[src/rtl/uart_pkg.sv]
// Shared definitions for the uart_rx byte receiver and its packet controller.
package uart_pkg;

  // 3.125 MHz system clock / 115200 baud, rounded.
  localparam int unsigned CLKS_PER_BIT = 27;

  localparam logic [7:0] SOF_DEFAULT = 8'hA5;

  localparam logic [2:0] ST_HUNT  = 3'd0;
  localparam logic [2:0] ST_LEN   = 3'd1;
  localparam logic [2:0] ST_PAY   = 3'd2;
  localparam logic [2:0] ST_CHK   = 3'd3;
  localparam logic [2:0] ST_DRAIN = 3'd4;

  localparam logic [2:0] ERR_NONE    = 3'd0;
  localparam logic [2:0] ERR_PARITY  = 3'd1;
  localparam logic [2:0] ERR_LEN     = 3'd2;
  localparam logic [2:0] ERR_CHK     = 3'd3;
  localparam logic [2:0] ERR_TIMEOUT = 3'd4;
  localparam logic [2:0] ERR_OVERRUN = 3'd5;

  function automatic logic parity_ok(input logic [7:0] data, input logic flag);
    return flag == ^data;
  endfunction

endpackage

[src/rtl/uart_pkt_buf.sv]
// Payload buffer: DEPTH x 8 register file, one write port, one async read port.
module uart_pkt_buf #(
  parameter int DEPTH = 16,
  parameter int AW    = 4
) (
  input  logic          clk,
  input  logic          we,
  input  logic [AW-1:0] waddr,
  input  logic [7:0]    wdata,
  input  logic [AW-1:0] raddr,
  output logic [7:0]    rdata
);

  logic [7:0] mem_q [DEPTH];

  // NOTE: storage has no reset; every entry is written before the drain can read it.
  always_ff @(posedge clk) begin
    if (we) mem_q[waddr] <= wdata;
  end

  assign rdata = mem_q[raddr];

endmodule

[src/rtl/uart_rx_pkt_ctrl.sv]
// Packet controller behind uart_rx: frames SOF/LEN/payload/CHK, validates the
// packet and streams the buffered payload out only when the packet is good.
module uart_rx_pkt_ctrl
  import uart_pkg::*;
#(
  parameter logic [7:0] SOF          = SOF_DEFAULT,
  parameter int         MAX_LEN      = 16,
  parameter int         TIMEOUT_CLKS = 1000
) (
  input  logic       clk_3125,
  input  logic       rst,
  input  logic [7:0] rx_msg,
  input  logic       rx_parity,
  input  logic       rx_complete,
  output logic [7:0] out_data,
  output logic       out_valid,
  input  logic       out_ready,
  output logic       out_last,
  output logic       pkt_ok,
  output logic [2:0] err_code,
  output logic       err_stb
);

  localparam int LW = $clog2(MAX_LEN + 1);
  localparam int AW = (MAX_LEN > 1) ? $clog2(MAX_LEN) : 1;
  localparam int TW = $clog2(TIMEOUT_CLKS + 1);

  logic [2:0]    state_q, state_d;
  logic [LW-1:0] len_q, len_d;
  logic [LW-1:0] wr_ptr_q, wr_ptr_d;
  logic [LW-1:0] rd_ptr_q, rd_ptr_d;
  logic [7:0]    chk_q, chk_d;
  logic [TW-1:0] gap_q, gap_d;
  logic [2:0]    err_code_q, err_code_d;
  logic          err_stb_q, err_stb_d;
  logic          pkt_ok_q, pkt_ok_d;
  logic          buf_we;
  logic [7:0]    rd_data;
  logic          in_frame, par_bad, last_beat, handshake;

  uart_pkt_buf #(.DEPTH(MAX_LEN), .AW(AW)) u_buf (
    .clk   (clk_3125),
    .we    (buf_we),
    .waddr (wr_ptr_q[AW-1:0]),
    .wdata (rx_msg),
    .raddr (rd_ptr_q[AW-1:0]),
    .rdata (rd_data)
  );

  assign in_frame  = (state_q == ST_LEN) || (state_q == ST_PAY) || (state_q == ST_CHK);
  assign par_bad   = !parity_ok(rx_msg, rx_parity);
  assign out_valid = (state_q == ST_DRAIN);
  assign last_beat = (rd_ptr_q == len_q - LW'(1));
  assign out_last  = out_valid && last_beat;
  assign out_data  = out_valid ? rd_data : 8'h00;
  assign handshake = out_valid && out_ready;
  assign pkt_ok    = pkt_ok_q;
  assign err_stb   = err_stb_q;
  assign err_code  = err_code_q;

  // NOTE: every variable gets a default first so no path leaves a latch behind.
  always_comb begin
    state_d    = state_q;
    len_d      = len_q;
    wr_ptr_d   = wr_ptr_q;
    rd_ptr_d   = rd_ptr_q;
    chk_d      = chk_q;
    gap_d      = gap_q;
    err_code_d = err_code_q;
    err_stb_d  = 1'b0;
    pkt_ok_d   = 1'b0;
    buf_we     = 1'b0;

    if (rx_complete && in_frame && par_bad) begin
      err_stb_d  = 1'b1;
      err_code_d = ERR_PARITY;
      state_d    = ST_HUNT;
    end else if (rx_complete) begin
      case (state_q)
        ST_HUNT: if (rx_msg == SOF) state_d = ST_LEN;
        ST_LEN: begin
          if (rx_msg != 8'd0 && rx_msg <= 8'(MAX_LEN)) begin
            len_d    = rx_msg[LW-1:0];
            chk_d    = rx_msg;
            wr_ptr_d = '0;
            state_d  = ST_PAY;
          end else begin
            err_stb_d  = 1'b1;
            err_code_d = ERR_LEN;
            state_d    = ST_HUNT;
          end
        end
        ST_PAY: begin
          buf_we   = 1'b1;
          chk_d    = chk_q ^ rx_msg;
          wr_ptr_d = wr_ptr_q + LW'(1);
          if (wr_ptr_q == len_q - LW'(1)) state_d = ST_CHK;
        end
        ST_CHK: begin
          if (rx_msg == chk_q) begin
            pkt_ok_d = 1'b1;
            rd_ptr_d = '0;
            state_d  = ST_DRAIN;
          end else begin
            err_stb_d  = 1'b1;
            err_code_d = ERR_CHK;
            state_d    = ST_HUNT;
          end
        end
        ST_DRAIN: begin
          err_stb_d  = 1'b1;
          err_code_d = ERR_OVERRUN;
        end
        default: state_d = ST_HUNT;
      endcase
    end

    // The drain runs regardless of dropped overrun bytes.
    if (handshake) begin
      if (last_beat) state_d = ST_HUNT;
      else           rd_ptr_d = rd_ptr_q + LW'(1);
    end

    if (!in_frame || rx_complete) begin
      gap_d = '0;
    end else if (gap_q == TW'(TIMEOUT_CLKS - 1)) begin
      gap_d      = '0;
      err_stb_d  = 1'b1;
      err_code_d = ERR_TIMEOUT;
      state_d    = ST_HUNT;
    end else begin
      gap_d = gap_q + TW'(1);
    end
  end

  // NOTE: sequential state uses non-blocking assignments so all registers update together.
  always_ff @(posedge clk_3125 or posedge rst) begin
    if (rst) begin
      state_q    <= ST_HUNT;
      len_q      <= '0;
      wr_ptr_q   <= '0;
      rd_ptr_q   <= '0;
      chk_q      <= '0;
      gap_q      <= '0;
      err_code_q <= ERR_NONE;
      err_stb_q  <= 1'b0;
      pkt_ok_q   <= 1'b0;
    end else begin
      state_q    <= state_d;
      len_q      <= len_d;
      wr_ptr_q   <= wr_ptr_d;
      rd_ptr_q   <= rd_ptr_d;
      chk_q      <= chk_d;
      gap_q      <= gap_d;
      err_code_q <= err_code_d;
      err_stb_q  <= err_stb_d;
      pkt_ok_q   <= pkt_ok_d;
    end
  end

endmodule

[config.mk]
export PLATFORM = sky130hd
export DESIGN_NAME = uart_rx_pkt_ctrl
export DESIGN_NICKNAME = d
export VERILOG_FILES = /design/src/rtl/uart_pkg.sv /design/src/rtl/uart_pkt_buf.sv /design/src/rtl/uart_rx_pkt_ctrl.sv
export SDC_FILE = /design/constraint.sdc
export NUM_CORES = 1
export LEC_CHECK = 0
export ABC_CLOCK_PERIOD_IN_PS = 5400
export CELL_PAD_IN_SITES_DETAIL_PLACEMENT = 2
export CELL_PAD_IN_SITES_GLOBAL_PLACEMENT = 2
export CORE_ASPECT_RATIO = 0.6
export CORE_MARGIN = 3
export CORE_UTILIZATION = 47
export DETAILED_ROUTE_END_ITERATION = 7
export GPL_ROUTABILITY_DRIVEN = 0
export PLACE_DENSITY_LB_ADDON = 0.1
export SYNTH_ARGS = -nofsm -noshare
export SYNTH_HDL_FRONTEND = slang
export SYNTH_SLANG_ARGS = --single-unit
[constraint.sdc]
create_clock -name clk_3125 -period 5.4 [get_ports clk_3125]
set_input_delay 1.08 -clock clk_3125 [delete_from_list [all_inputs] [get_ports clk_3125]]
set_output_delay 1.08 -clock clk_3125 [all_outputs]
set_load 0.01 [all_outputs]
# Word level (Yosys, flattened, before mapping)
# Memory sizes are Yosys's and may differ from the RTL's.
# Cells that the tools add are included.
# Widths: inputs -> output; s select.
[op_classes] reduce_logical=16 magnitude_cmp=1 eq_ne=11 mux=47 n_addsub=4 bitwise=2
[ops] operator="$mux 3" count=15
[ops] operator="$mux 5" count=7
[ops] operator="$mux 10" count=2
[ops] operator="$mux 8" count=2
[ops] operator="$pmux 8 s2" count=1
[ops] operator="$mux 1" count=15
[ops] operator="$pmux 3 s5" count=1
[ops] operator="$add 10x1->10 const B" count=1
[ops] operator="$add 5x1->5 const B" count=2
[ops] operator="$eq 10x10->1 const B" count=1
[ops] operator="$eq 5x5->1" count=2
[ops] operator="$pmux 5 s2" count=1
[ops] operator="$pmux 3 s3" count=1
[ops] operator="$eq 8x8->1" count=1
[ops] operator="$eq 8x8->1 const B" count=1
[ops] operator="$le 8x5->1 const B" count=1
[ops] operator="$reduce_and 4->1" count=2
[ops] operator="$reduce_bool 8->1" count=1
[ops] operator="$reduce_xor 8->1" count=1
[ops] operator="$xor 8x8->8" count=1
[ops] operator="$eq 3x2->1 const B" count=2
[ops] operator="$logic_and 1x1->1" count=5
[ops] operator="$sub 5x1->5 const B" count=1
[ops] operator="$eq 3x1->1 const B" count=1
[ops] operator="other kinds (10)" count=13
[totals] output_inout_bits=15 register_bits=41 word_cells=91 memories=1 mem_bits_rw=128 inputBits=13
[mem_list] name="u_buf.mem_q" words=16 width=8 rd=1 rd_clocked_by_memory_dff=0 wr=1 line="uart_pkt_buf.sv:14" text="logic [7:0] mem_q [DEPTH];"

# Logic depth before layout (Yosys ltp)
[depth] depth_word=10 depth_mapped=8 ltp_nobuf=7

# Cells and area by module
# A second synthesis with hierarchy kept.
[hier_totals] cells_unflattened=506 hier_area_um2=7673.6
[modules_own_cells] mod="uart_pkt_buf" instances=1 area_per_inst_um2=4987.3 cells_each=221 seq_area_each_um2=3843.7
[modules_own_cells] mod="uart_rx_pkt_ctrl" instances=1 area_per_inst_um2=2686.3 cells_each=285 seq_area_each_um2=1026.0

# Worst setup path before layout
# OpenSTA, ideal clock, no wires.
[synth_path] kind="in2reg" startpoint="in rx_msg[1]" endpoint="mem u_buf.mem_q[3][0], enable pin" arrival_time_ps=3366 cell_stages=6 path_slack_ps=1636 setup_ps=398 cell_sequence="inv_1 ha_1 xor3_2 xor2_1 nand2_2 nor4b_1"
[synth_between] elab_chain_cells=7
[synth_lines] item="from (decl)" line="uart_rx_pkt_ctrl.sv:12" text="input logic [7:0] rx_msg,"
[synth_lines] item="$reduce_xor 8->1" line="uart_pkg.sv:23" text="return flag == ^data;"
[synth_lines] item="$eq 1x1->1" line="uart_pkg.sv:23"
[synth_lines] item="$logic_not 1->1" line="uart_rx_pkt_ctrl.sv:51" text="assign par_bad = !parity_ok(rx_msg, rx_parity);"
[synth_lines] item="$logic_and 1x1->1" line="uart_rx_pkt_ctrl.sv:74" text="if (rx_complete && in_frame && par_bad) begin"
[synth_lines] item="$mux 1" line="uart_rx_pkt_ctrl.sv:74"
[synth_lines] item="$mux 1" line="uart_pkt_buf.sv:18" text="if (we) mem_q[waddr] <= wdata;"
[synth_lines] item="$mux 1 (not written as such)" line="uart_pkt_buf.sv:18"
[synth_lines] item="to (decl)" line="uart_pkt_buf.sv:14"
# No other way between the ends.

# Final worst setup path
[layout_path] startpoint="in rx_msg[0]" endpoint="mem u_buf.mem_q[4][3], enable pin"
# The elaborated chain is that of the path after synthesis.

==> results.sh <==
export IMPL_status="finished, final reports clean"
export IMPL_antenna_left=0
export IMPL_ys_ff_latch=169
export IMPL_vias=5014
export IMPL_place_ws_ps=486.3
export IMPL_clockRootBuffer="clkbuf_16"
export IMPL_cpMostUsedCell="buf_4"
export IMPL_cp_depth=10
export IMPL_leakage_nw=3.189
export IMPL_worst_path_max_delay_cell="xor2_1"
export IMPL_avgSynthCellArea_um2=15.15
export IMPL_hold_depth=1
export IMPL_hold_worst_slack_ps=517.8
export IMPL_total_power_w=0.003483
export IMPL_drive_gt1_frac=0.1813
export IMPL_yosys_cell_types_count=58
export IMPL_slowest_delay_ps=620
export IMPL_synth_cells=510
export IMPL_cts_hold_buf=0
export IMPL_cts_resized=0
export IMPL_drc=0
export IMPL_core_um2=15720
export IMPL_finalSetupViolations=0
export IMPL_dr_pass1_iters=5
export IMPL_ir_drop_uv=235.2
export IMPL_cts_buffers=17
export IMPL_ys_top_cells_by_count="edfxtp_1, dfrtp_1, mux4_2"
export IMPL_port_buffers=27
export IMPL_viasPerCell=6.503
export IMPL_clkTransAtPathRegs_ps=70
export IMPL_antenna_found_initial=1
export IMPL_drt_wl_total_um=25810
export IMPL_hold_viol=0
export IMPL_first_global_vias=5382
export IMPL_synth_area_leaders="edfxtp_1, dfrtp_1, mux4_2"
export IMPL_grt_pass1_wl_um=38610
export IMPL_area_growth_pct=15.03
export IMPL_synth_seq_area_share=0.6302
export IMPL_die_x_um=171.5
export IMPL_hold_path_class="reg2reg"
export IMPL_tightest_slew_ps=1157
export IMPL_layout_nets=585
export IMPL_post_route_min_period_ps=4731
export IMPL_grt_usage=0.3007
export IMPL_end_kind="register"
export IMPL_cts_buffer_depth=2
export IMPL_drt_iter0_drc=661
export IMPL_start_util=0.4915
export IMPL_drv_slew=0
export IMPL_fmax_mhz=211.4
export IMPL_final_util=0.5654
export IMPL_crit_arrival_ps=4870
export IMPL_dp_final_hpwl_um=17380
export IMPL_post_route_worst_setup_slack_ps=669.0
export IMPL_syn_cell_area_um2=7727
export IMPL_cts_tree="built"
export IMPL_path_delay_family="buffers and inverters"
export IMPL_nFillCells=1370
export IMPL_setup_worst_path_class="in2reg"
export IMPL_io_pins=28
export IMPL_skew_ps=10.87
export IMPL_r2r_cells=6
export IMPL_maxCapViolations=0
export IMPL_htreeDepth=4
export IMPL_cp_max_fo=22
export IMPL_die_h_um=105.3
export IMPL_setup_worst_path_start_class="input pin"
export IMPL_yosysMostFrequentCell="edfxtp_1"
export IMPL_fin_tns_setup_ps=0
export IMPL_wl_per_cell_um=33.47
export IMPL_synth_edf_count=128
export IMPL_synth_main_ff_cell="edfxtp_1"
export IMPL_num_rows=35
export IMPL_dieArea_um2=18070
export IMPL_grt_ovfl_total=0
export IMPL_grt_max_degree=42
export IMPL_cp_required_ps=5540
export IMPL_cts_setup_buffers=0
export IMPL_rsz0062_at_grt="no"
export IMPL_antenna_cells=0
export IMPL_clock_sinks=169
export IMPL_clkLatencyLatePin_ps=440
export IMPL_synth_top_area_frac=0.4974
export IMPL_finalCritPeriodShare=0.8761
export IMPL_p_per_area_nw_per_um2=391.9
export IMPL_synth_nets=540
export IMPL_crit_buf_inv=4
export IMPL_synth_top_area_cell="edfxtp_1"
export IMPL_yosysWarnings=0
export IMPL_crit_chain="clkdlybuf4s50_1 > buf_4 > inv_1 > ha_1 > xor3_2 > xor2_1 > and2_1 > nand2_1 > nor3b_1 > buf_4"
export IMPL_synth_async_reset_ratio=0.2426
export IMPL_relSlewSlack=0.2285
## power by group
| group | switching (W) | total (W) | internal, W | leakage, nW |
|---|---|---|---|---|
| clock network | 0.000571 | 0.00123 | 0.000657 | 0.278 |
| registers | 0.000148 | 0.00165 | 0.00150 | 1.68 |
| logic | 0.000384 | 0.000603 | 0.000219 | 1.23 |
## flip-flops by register name, summed over array words and instances, names as in the netlist, 3 cells and up
signal	count
rd_ptr_q	5
state_q	3
err_code	3
wr_ptr_q	5
u_buf.mem_q	128
gap_q	10
len_q	5
chk_q	8
## path summary, 6_finish.rpt
| path | start | endpoint | slack, ps |
|---|---|---|---|
| worst max-delay path | rx_msg[0] | u_buf.mem_q[4][3]$_DFFE_PP_ | 670 |
| worst min-delay path | gap_q[0]$_DFF_PP0_ | gap_q[0]$_DFF_PP0_ | 520 |
| max in group asynchronous | rst | rd_ptr_q[0]$_DFF_PP0_ | 3880 |
| worst max register to register | state_q[1]$_DFF_PP0_ | u_buf.mem_q[4][3]$_DFFE_PP_ | 2060 |
| min in group asynchronous | rst | err_stb$_DFF_PP0_ | 1100 |
| worst min register to register | gap_q[0]$_DFF_PP0_ | gap_q[0]$_DFF_PP0_ | 520 |
## metal layers
| layer | part of all wire | global-route usage | vias up | wire length [um] |
|---|---|---|---|---|
| met5 | 0 | 0 | - | 0 |
| met4 | 0.018 | 0.07577 | 0 | 473 |
| met3 | 0.076 | 0.07796 | 37 | 1958 |
| met2 | 0.46 | 0.4534 | 224 | 11980 |
| met1 | 0.44 | 0.4383 | 2693 | 11400 |
| li1 | - | - | 2060 | - |
## layout make-up
class                      instances  area [um2]  share of cell area
tap                              203       254.0             0.02858
clock buffer                      20       446.7             0.05025
clock inverter                    12       117.6             0.01323
multi-input combinational        300        2700              0.3038
inverter                          19       71.32            0.008024
sequential                       169        4871              0.5480
timing repair buffer              48       427.9             0.04814
## worst register-to-register path, delay by kind of cell, from the launching register on
family	cells	cell delay, ps
and+or+nand+nor	5	2110
buffers and inverters	1	260
DFF	1	670
## placed cells by master (no fill, tap or decap), types with 6 or more instances in the layout
cell             synthesis  routed
and2_1                   8       8
nand3_1                  8       8
nand2_1                 21      21
a21oi_1                 12      12
nor3b_1                 10      10
a31oi_1                  6       6
clkbuf_16                0      17
edfxtp_1               128     128
a211oi_1                17      17
a211o_1                  7       7
buf_4                    4      21
xor2_1                  16      16
nand4_1                  6       6
mux2i_1                 14      14
nor2b_1                 11      11
ha_1                    17      17
xnor2_1                 11      11
inv_1                   18      17
nor2_1                  24      24
mux4_2                  32      32
and3_1                  13      13
dfrtp_1                 41      40
clkdlybuf4s50_1          0      27
o21ai_0                 13      13
## kinds of logic after synthesis
logic type | synth area share
compound gates | 0.06866
flops | 0.6302
fa+ha+maj | 0.02753
xor+xnor | 0.03951
buf+inv | 0.02364
mux | 0.1158
simple gates | 0.09472
## through the flow
step                cell area, um2  instances
floorplan                     7727        510
global placement              8324        739
detailed placement            8324        739
CTS                           8889        771
global route                  8889        771
finish                        8889        771
No activity file was read; power rests on OpenSTA's default activity.
